<file path="config.mk">
export PLATFORM = sky130hd
export DESIGN_NAME = imem_arbiter
export DESIGN_NICKNAME = d
export VERILOG_FILES = /design/src/rtl/imem_arbiter_pkg.sv /design/src/rtl/imem_addr_xlate.sv /design/src/rtl/imem_arbiter.sv
export SDC_FILE = /design/constraint.sdc
export NUM_CORES = 1
export LEC_CHECK = 0
export ABC_CLOCK_PERIOD_IN_PS = 1800
export BUFFER_PORTS_ARGS = -buffer_cell sky130_fd_sc_hd__buf_2
export CORE_ASPECT_RATIO = 0.9
export CORE_MARGIN = 3
export CORE_UTILIZATION = 25
export CTS_CLUSTER_DIAMETER = 120
export DETAILED_ROUTE_END_ITERATION = 7
export PLACE_DENSITY = 0.71
export SYNTH_ARGS = -nofsm -noshare
export SYNTH_HDL_FRONTEND = slang
export SYNTH_HIERARCHICAL = 1
export SYNTH_SLANG_ARGS = --single-unit
</file>
<file path="constraint.sdc">
create_clock -name clk -period 1.8 [get_ports clk]
set_input_delay 0.27 -clock clk [delete_from_list [all_inputs] [get_ports clk]]
set_output_delay 0.27 -clock clk [all_outputs]
set_load 0.05 [all_outputs]
</file>
<file path="src/rtl/imem_arbiter_pkg.sv">
// imem_arbiter_pkg: arbiter state encoding and default instruction-memory base address.
package imem_arbiter_pkg;

    typedef enum logic {
        ST_BOOT = 1'b0,
        ST_RUN  = 1'b1
    } arb_state_e;

    localparam logic [31:0] IMEM_BASE_ADDR = 32'h0000_3000;

endpackage

</file>
<file path="src/rtl/imem_addr_xlate.sv">
// imem_addr_xlate: byte address to IM word index, flagging misaligned or out-of-window addresses.
module imem_addr_xlate import imem_arbiter_pkg::*; #(
    parameter logic [31:0] BASE_ADDR = IMEM_BASE_ADDR,
    parameter int          DEPTH     = 4096,
    parameter int          AW        = 12
) (
    input  logic [31:0]   i_addr,
    output logic [AW-1:0] o_idx,
    output logic          o_bad
);

    logic [32:0] w_limit;

    // 33-bit limit so a window ending at the top of the address space cannot wrap
    assign w_limit = {1'b0, BASE_ADDR} + 33'(4 * DEPTH);
    assign o_idx   = AW'((i_addr - BASE_ADDR) >> 2);
    assign o_bad   = (i_addr[1:0] != 2'b00) | (i_addr < BASE_ADDR) | ({1'b0, i_addr} >= w_limit);

endmodule

</file>
<file path="src/rtl/imem_arbiter.sv">
// imem_arbiter: shares single-port IM between fetch (read) and loader (write) with boot sequencing.
// Optional IMEM_ARB_STATS_EN adds served-fetch, loader-grant and stalled-fetch counters.
module imem_arbiter import imem_arbiter_pkg::*; #(
    parameter logic [31:0] BASE_ADDR = IMEM_BASE_ADDR,
    parameter int          DEPTH     = 4096,
    parameter int          AW        = $clog2(DEPTH),
    parameter int          MAX_WAIT  = 8
) (
    input  logic          clk,
    input  logic          reset_n,
    input  logic          f_req,
    input  logic [31:0]   f_addr,
    output logic          f_stall,
    output logic          f_err,
    input  logic          l_req,
    input  logic [31:0]   l_addr,
    input  logic [31:0]   l_wdata,
    input  logic          l_done,
    output logic          l_ack,
    output logic          l_err,
    output logic [AW-1:0] mem_addr,
    output logic          mem_we,
    output logic [31:0]   mem_wdata
`ifdef IMEM_ARB_STATS_EN
    ,
    output logic [31:0]   stat_fetch,
    output logic [31:0]   stat_load,
    output logic [31:0]   stat_stall
`endif
);

    localparam int SW = $clog2(MAX_WAIT + 1);

    arb_state_e    r_state, w_state_nxt;
    logic          r_ack, r_err;
    logic [SW-1:0] r_starve;
    logic          w_lwin, w_l_bad, w_starving;
    logic [AW-1:0] w_l_idx, w_f_idx;

    imem_addr_xlate #(.BASE_ADDR(BASE_ADDR), .DEPTH(DEPTH), .AW(AW)) u_xlate_f (
        .i_addr (f_addr),
        .o_idx  (w_f_idx),
        .o_bad  (f_err)
    );

    imem_addr_xlate #(.BASE_ADDR(BASE_ADDR), .DEPTH(DEPTH), .AW(AW)) u_xlate_l (
        .i_addr (l_addr),
        .o_idx  (w_l_idx),
        .o_bad  (w_l_bad)
    );

    always_ff @(posedge clk or negedge reset_n) begin
        if (!reset_n) r_state <= ST_BOOT;
        else          r_state <= w_state_nxt;
    end

    // r_ack blocks a re-grant in the ack cycle, limiting the loader to one write per two cycles
    always_comb begin
        w_starving  = (r_starve == SW'(MAX_WAIT));
        w_lwin      = l_req & ~r_ack & ((r_state == ST_BOOT) | ~f_req | w_starving);
        w_state_nxt = (r_state == ST_BOOT && l_done) ? ST_RUN : r_state;
        mem_addr    = w_lwin ? w_l_idx : w_f_idx;
        mem_we      = w_lwin & ~w_l_bad;
        f_stall     = (r_state == ST_BOOT) | (w_lwin & f_req);
    end

    always_ff @(posedge clk or negedge reset_n) begin
        if (!reset_n) begin
            r_ack    <= 1'b0;
            r_err    <= 1'b0;
            r_starve <= '0;
        end else begin
            r_ack    <= w_lwin;
            r_err    <= w_lwin & w_l_bad;
            r_starve <= w_lwin ? '0 :
                        (r_state == ST_RUN && l_req && !r_ack && f_req && !w_starving) ? r_starve + SW'(1) :
                        r_starve;
        end
    end

    assign l_ack     = r_ack;
    assign l_err     = r_err;
    assign mem_wdata = l_wdata;

`ifdef IMEM_ARB_STATS_EN
    logic [31:0] r_fetch, r_load, r_stall;

    always_ff @(posedge clk or negedge reset_n) begin
        if (!reset_n) begin
            r_fetch <= '0;
            r_load  <= '0;
            r_stall <= '0;
        end else begin
            if (f_req && !f_stall) r_fetch <= r_fetch + 32'd1;
            if (w_lwin)            r_load  <= r_load + 32'd1;
            if (f_req && f_stall)  r_stall <= r_stall + 32'd1;
        end
    end

    assign stat_fetch = r_fetch;
    assign stat_load  = r_load;
    assign stat_stall = r_stall;
`endif

endmodule

</file>
==> metrics.txt <==
# TYPE chip_impl_metric gauge
chip_impl_metric{name="synth_async_sr_flop_share",unit="%"} 100
chip_impl_metric{name="io_pins",unit=""} 150
chip_impl_info{name="status",value="finished, violations left"} 1
chip_impl_metric{name="fin_tns_setup",unit="ns"} -4.15
chip_impl_metric{name="worst_setup_slack_final",unit="ns"} -0.359
chip_impl_info{name="worstHoldPathType",value="in2reg"} 1
chip_impl_metric{name="slew_viol_final",unit=""} 0
chip_impl_metric{name="fp.dieW",unit="um"} 75.2
chip_impl_metric{name="dpl.cell_count",unit=""} 209
chip_impl_metric{name="finalWeightedCongestion",unit=""} 0.731
chip_impl_info{name="worst_r2r_startpoint",value="r_starve[1]"} 1
chip_impl_info{name="dominant_combinational_cell_family_by_area_after_synthesis",value="buffers and inverters"} 1
chip_impl_metric{name="finalSetupViolCount",unit=""} 14
chip_impl_info{name="hold_path_end",value="r_state"} 1
chip_impl_metric{name="synth.net_count",unit=""} 227
chip_impl_metric{name="core.rowCount",unit=""} 21
chip_impl_metric{name="total_power",unit="W"} 0.00112
chip_impl_metric{name="ys_seq_elements",unit=""} 7
chip_impl_metric{name="maxClockFrequency",unit="GHz"} 0.463
chip_impl_info{name="r2r-end",value="l_err"} 1
chip_impl_info{name="post-synth-top-count-cell",value="buf_4"} 1
chip_impl_metric{name="antenna_left",unit=""} 0
chip_impl_metric{name="ys.warnings.count",unit=""} 6
chip_impl_metric{name="finalClockSkew",unit="ns"} 0.00130
chip_impl_metric{name="critical_path_required",unit="ns"} 1.53
chip_impl_metric{name="cts.sinks",unit=""} 7
chip_impl_metric{name="hold_path_depth",unit=""} 2
chip_impl_metric{name="global_route.usage.met2",unit="%"} 18.6
chip_impl_info{name="cp-start-kind",value="flop"} 1
chip_impl_metric{name="max-vdd-ir-drop",unit="mV"} 0.264
chip_impl_metric{name="buffer_ports.inserted",unit=""} 85
chip_impl_metric{name="grt_start_max_net_pins",unit=""} 8
chip_impl_metric{name="die-height",unit="um"} 68.3
chip_impl_metric{name="final.hold.worst_slack",unit="ns"} 0.245
chip_impl_metric{name="synth_cell_types",unit=""} 29
chip_impl_metric{name="finalNonFillerCells",unit=""} 220
chip_impl_metric{name="global_route_met3_usage",unit="%"} 2.50
chip_impl_metric{name="first_pass_iters",unit=""} 4
chip_impl_info{name="grt_setup_unrepaired",value="yes"} 1
chip_impl_metric{name="synth.mux.area_fraction",unit="%"} 15.9
chip_impl_metric{name="switching_share",unit="%"} 37.7
chip_impl_metric{name="report.final.hold_viol_count",unit=""} 0
chip_impl_metric{name="worst_pin_slew",unit="ns"} 0.250
chip_impl_metric{name="post_route_cells_drive_above_1_share",unit="%"} 71.3
chip_impl_metric{name="synth-xor-area-share",unit="%"} 1.63
chip_impl_metric{name="clock_latency",unit="ns"} 0.23
chip_impl_metric{name="met1_usage",unit="%"} 12.1
chip_impl_metric{name="insertedDiodeCount",unit=""} 0
chip_impl_metric{name="timing.max_cap.violations",unit=""} 0
chip_impl_info{name="setup.worst_path.class",value="reg2out"} 1
chip_impl_info{name="cts_tree",value="yes"} 1
chip_impl_info{name="synth.largest_area_cell",value="buf_4"} 1
chip_impl_metric{name="routedWlPerCell",unit="um"} 12.5
chip_impl_metric{name="numCtsBuffers",unit=""} 3
chip_impl_metric{name="yosysTopAreaCellShare",unit="%"} 36.2
chip_impl_metric{name="area_of_the_die",unit="um2"} 5130
chip_impl_metric{name="p_seq_share",unit="%"} 18.3
chip_impl_metric{name="route.vias.total",unit=""} 975
chip_impl_metric{name="instance_area_after_placement",unit="um2"} 1250
chip_impl_info{name="hold_path_startpoint",value="l_done"} 1
chip_impl_metric{name="clk_transition_reported_paths",unit="ns"} 0.04
chip_impl_info{name="gr-max-usage-layer",value="met2"} 1
chip_impl_metric{name="final_min_period_over_clock_period",unit="%"} 120
chip_impl_metric{name="synth.yosys.seq_area_share",unit="%"} 16.3
chip_impl_metric{name="worst_relative_slew_slack",unit="%"} 83.2
chip_impl_metric{name="gr-usage-all-layers",unit="%"} 11.1
chip_impl_info{name="setup.worst_path.end_class",value="output port"} 1
chip_impl_info{name="violations",value="setup timing"} 1
chip_impl_metric{name="cts_buffer_depth",unit=""} 2
chip_impl_metric{name="compound_gate_fraction_of_synth_area",unit="%"} 4.76
chip_impl_metric{name="grt.overflow.total",unit=""} 0
chip_impl_info{name="setup.worst_path.start",value="r_starve[1]"} 1
chip_impl_metric{name="avgSynthCellArea",unit="um2"} 8.83
chip_impl_metric{name="critPathMaxFanout",unit=""} 6
chip_impl_metric{name="routed_wl",unit="mm"} 2.75
chip_impl_metric{name="synth-adder-area-share",unit="%"} 4.65
chip_impl_metric{name="pwr_density_cell",unit="nW/um2"} 740
chip_impl_metric{name="start_util",unit="%"} 27.5
chip_impl_metric{name="p_int",unit="W"} 0.000698
chip_impl_metric{name="leakagePower",unit="nW"} 0.824
chip_impl_info{name="most_used_flip_flop_cell_after_synthesis",value="dfrtp_1"} 1
chip_impl_metric{name="power_switching",unit="W"} 0.000422
chip_impl_metric{name="synth-edff-count",unit=""} 0
chip_impl_metric{name="grt_pass1_vias",unit=""} 975
chip_impl_metric{name="synth_simple_gate_area_share",unit="%"} 16.6
chip_impl_metric{name="viasPerCell",unit=""} 4.43
chip_impl_metric{name="r2r_cells",unit=""} 9
chip_impl_metric{name="power.share.combinational",unit="%"} 61.5
chip_impl_metric{name="r2r_setup_slack",unit="ns"} 0.17
chip_impl_metric{name="final_design_area_no_fill",unit="um2"} 1520
chip_impl_metric{name="syn_inst",unit=""} 122
chip_impl_metric{name="drt_drc_violations_left",unit=""} 0
chip_impl_metric{name="dp_hpwl",unit="mm"} 2.29
chip_impl_metric{name="nNetsFinal",unit=""} 280
chip_impl_info{name="buffer_type_at_the_clock_tree_root",value="clkbuf_8"} 1
chip_impl_metric{name="synthToLayoutAreaGrowth",unit="%"} 40.7
chip_impl_metric{name="power.clock.fraction",unit="%"} 20.1
chip_impl_metric{name="cts_max_level",unit=""} 1
chip_impl_metric{name="finalCriticalPeriod",unit="ns"} 2.16
chip_impl_metric{name="core",unit="um2"} 3920
chip_impl_metric{name="number_of_antenna_violations_at_the_first_check_in_global_routing",unit=""} 0
chip_impl_metric{name="global_route_wire_length_before_repair",unit="mm"} 4.19
chip_impl_metric{name="worstPathArrival",unit="ns"} 1.89
chip_impl_info{name="commonest_cells_post_synth",value="52 x buf_4, 8 x nor4_1, 7 x dfrtp_1, 7 x mux2_4"} 1
chip_impl_info{name="synth_top_cells_by_area",value="buf_4 36%, dfrtp_1 16%, mux2_4 9.8%, mux2_2 5.2%, ha_1 4.6%"} 1
chip_impl_metric{name="drt_iter0_drc",unit=""} 28
chip_impl_metric{name="cell_area_synth",unit="um2"} 1080
==> kinds of logic (layout without fill, tap and decap cells) <==
kind of cell / count (synthesis) / count (layout)
buffers and inverters: 59 / 111
AND/OR/NAND/NOR: 30 / 30
multiplexers: 13 / 13
AO/OA/AOI/OAI: 7 / 7
flip-flops: 7 / 7
adder cells (fa/ha/maj): 4 / 4
XOR/XNOR: 2 / 2
==> metal layers <==
metal / share of wire, % / routed length [um] / up-vias
met1: 36 / 977 / 433
met2: 50 / 1370 / 71
met4: 2.9 / 80 / 0
li1: - / - / 466
met5: 0 / 0 / -
met3: 12 / 318 / 5
==> flip-flops by register name, indices dropped and copies added (netlist names) <==
signal    count
l_err         1
l_ack         1
r_starve      4
r_state       1
==> stage by stage <==
stage / utilization (%) / setup slack (ns)
final: 38.7 / -0.359
after detailed placement: 31.9 / -0.164
after CTS: 38.8 / -0.350
after floorplan: - / -0.0645
after global placement: 31.9 / -0.127
after global routing: 38.7 / -0.418
==> cell usage in the layout, fill, tap and decap left out, drive strengths merged <==
cell	instances
and2	1
and2b	1
and3b	1
and4	2
buf	100
clkbuf	4
dfrtp	7
dlygate4sd3	1
ha	4
inv	6
mux2	12
mux2i	1
nand2	4
nand2b	2
nand3	4
nand3b	1
nor2	1
nor3	2
nor3b	1
nor4	8
o21ai	5
o22ai	1
o2bb2ai	1
or2	1
or3	1
xor2	2
==> power by group through the flow <==
stage	Clock (W)	Combinational (W)	Sequential, W
floorplan	0	0.000531	0.000234
global placement	0	0.000525	0.000206
detailed placement	0	0.000533	0.000205
CTS	0.000230	0.000674	0.000206
global route	0.000236	0.000746	0.000210
finish	0.000226	0.000689	0.000205
==> worst max-delay path: stages, from the launching register on <==
cell and delay (ns):
dfrtp_1 0.35, inv_2 0.06, ha_4 0.15, and3b_2 0.21, o21ai_4 0.18, buf_12 0.13
buf_12 0.11, mux2_4 0.31, buf_8 0.15
==> layout make-up <==
| type | instances | area [um2] |
|---|---|---|
| multi-input combinational | 56 | 520 |
| clock buffer | 4 | 45.0 |
| tap | 46 | 57.6 |
| timing repair buffer | 101 | 694 |
| inverter | 6 | 22.5 |
| sequential | 7 | 175 |
| fill | 382 | 2400 |
==> what timing repair did <==
action,in CTS,in global routing
endpoints found under the hold margin,7,0
pin swaps,2,2
setup endpoints to repair,14,14
hold buffers,1,0
gates resized for setup,47,2
gates cloned,1,0
setup buffers,3,4
==> worst max path at each step <==
stage | endpoint | slack, ns | cells after the start
floorplan | mem_addr[0] | -0.06 | 6
global placement | mem_addr[9] | -0.13 | 7
detailed placement | mem_addr[7] | -0.16 | 7
CTS | mem_addr[7] | -0.35 | 8
global route | mem_addr[6] | -0.42 | 8
finish | mem_addr[6] | -0.36 | 8
Power figures use the tool's default switching activity.
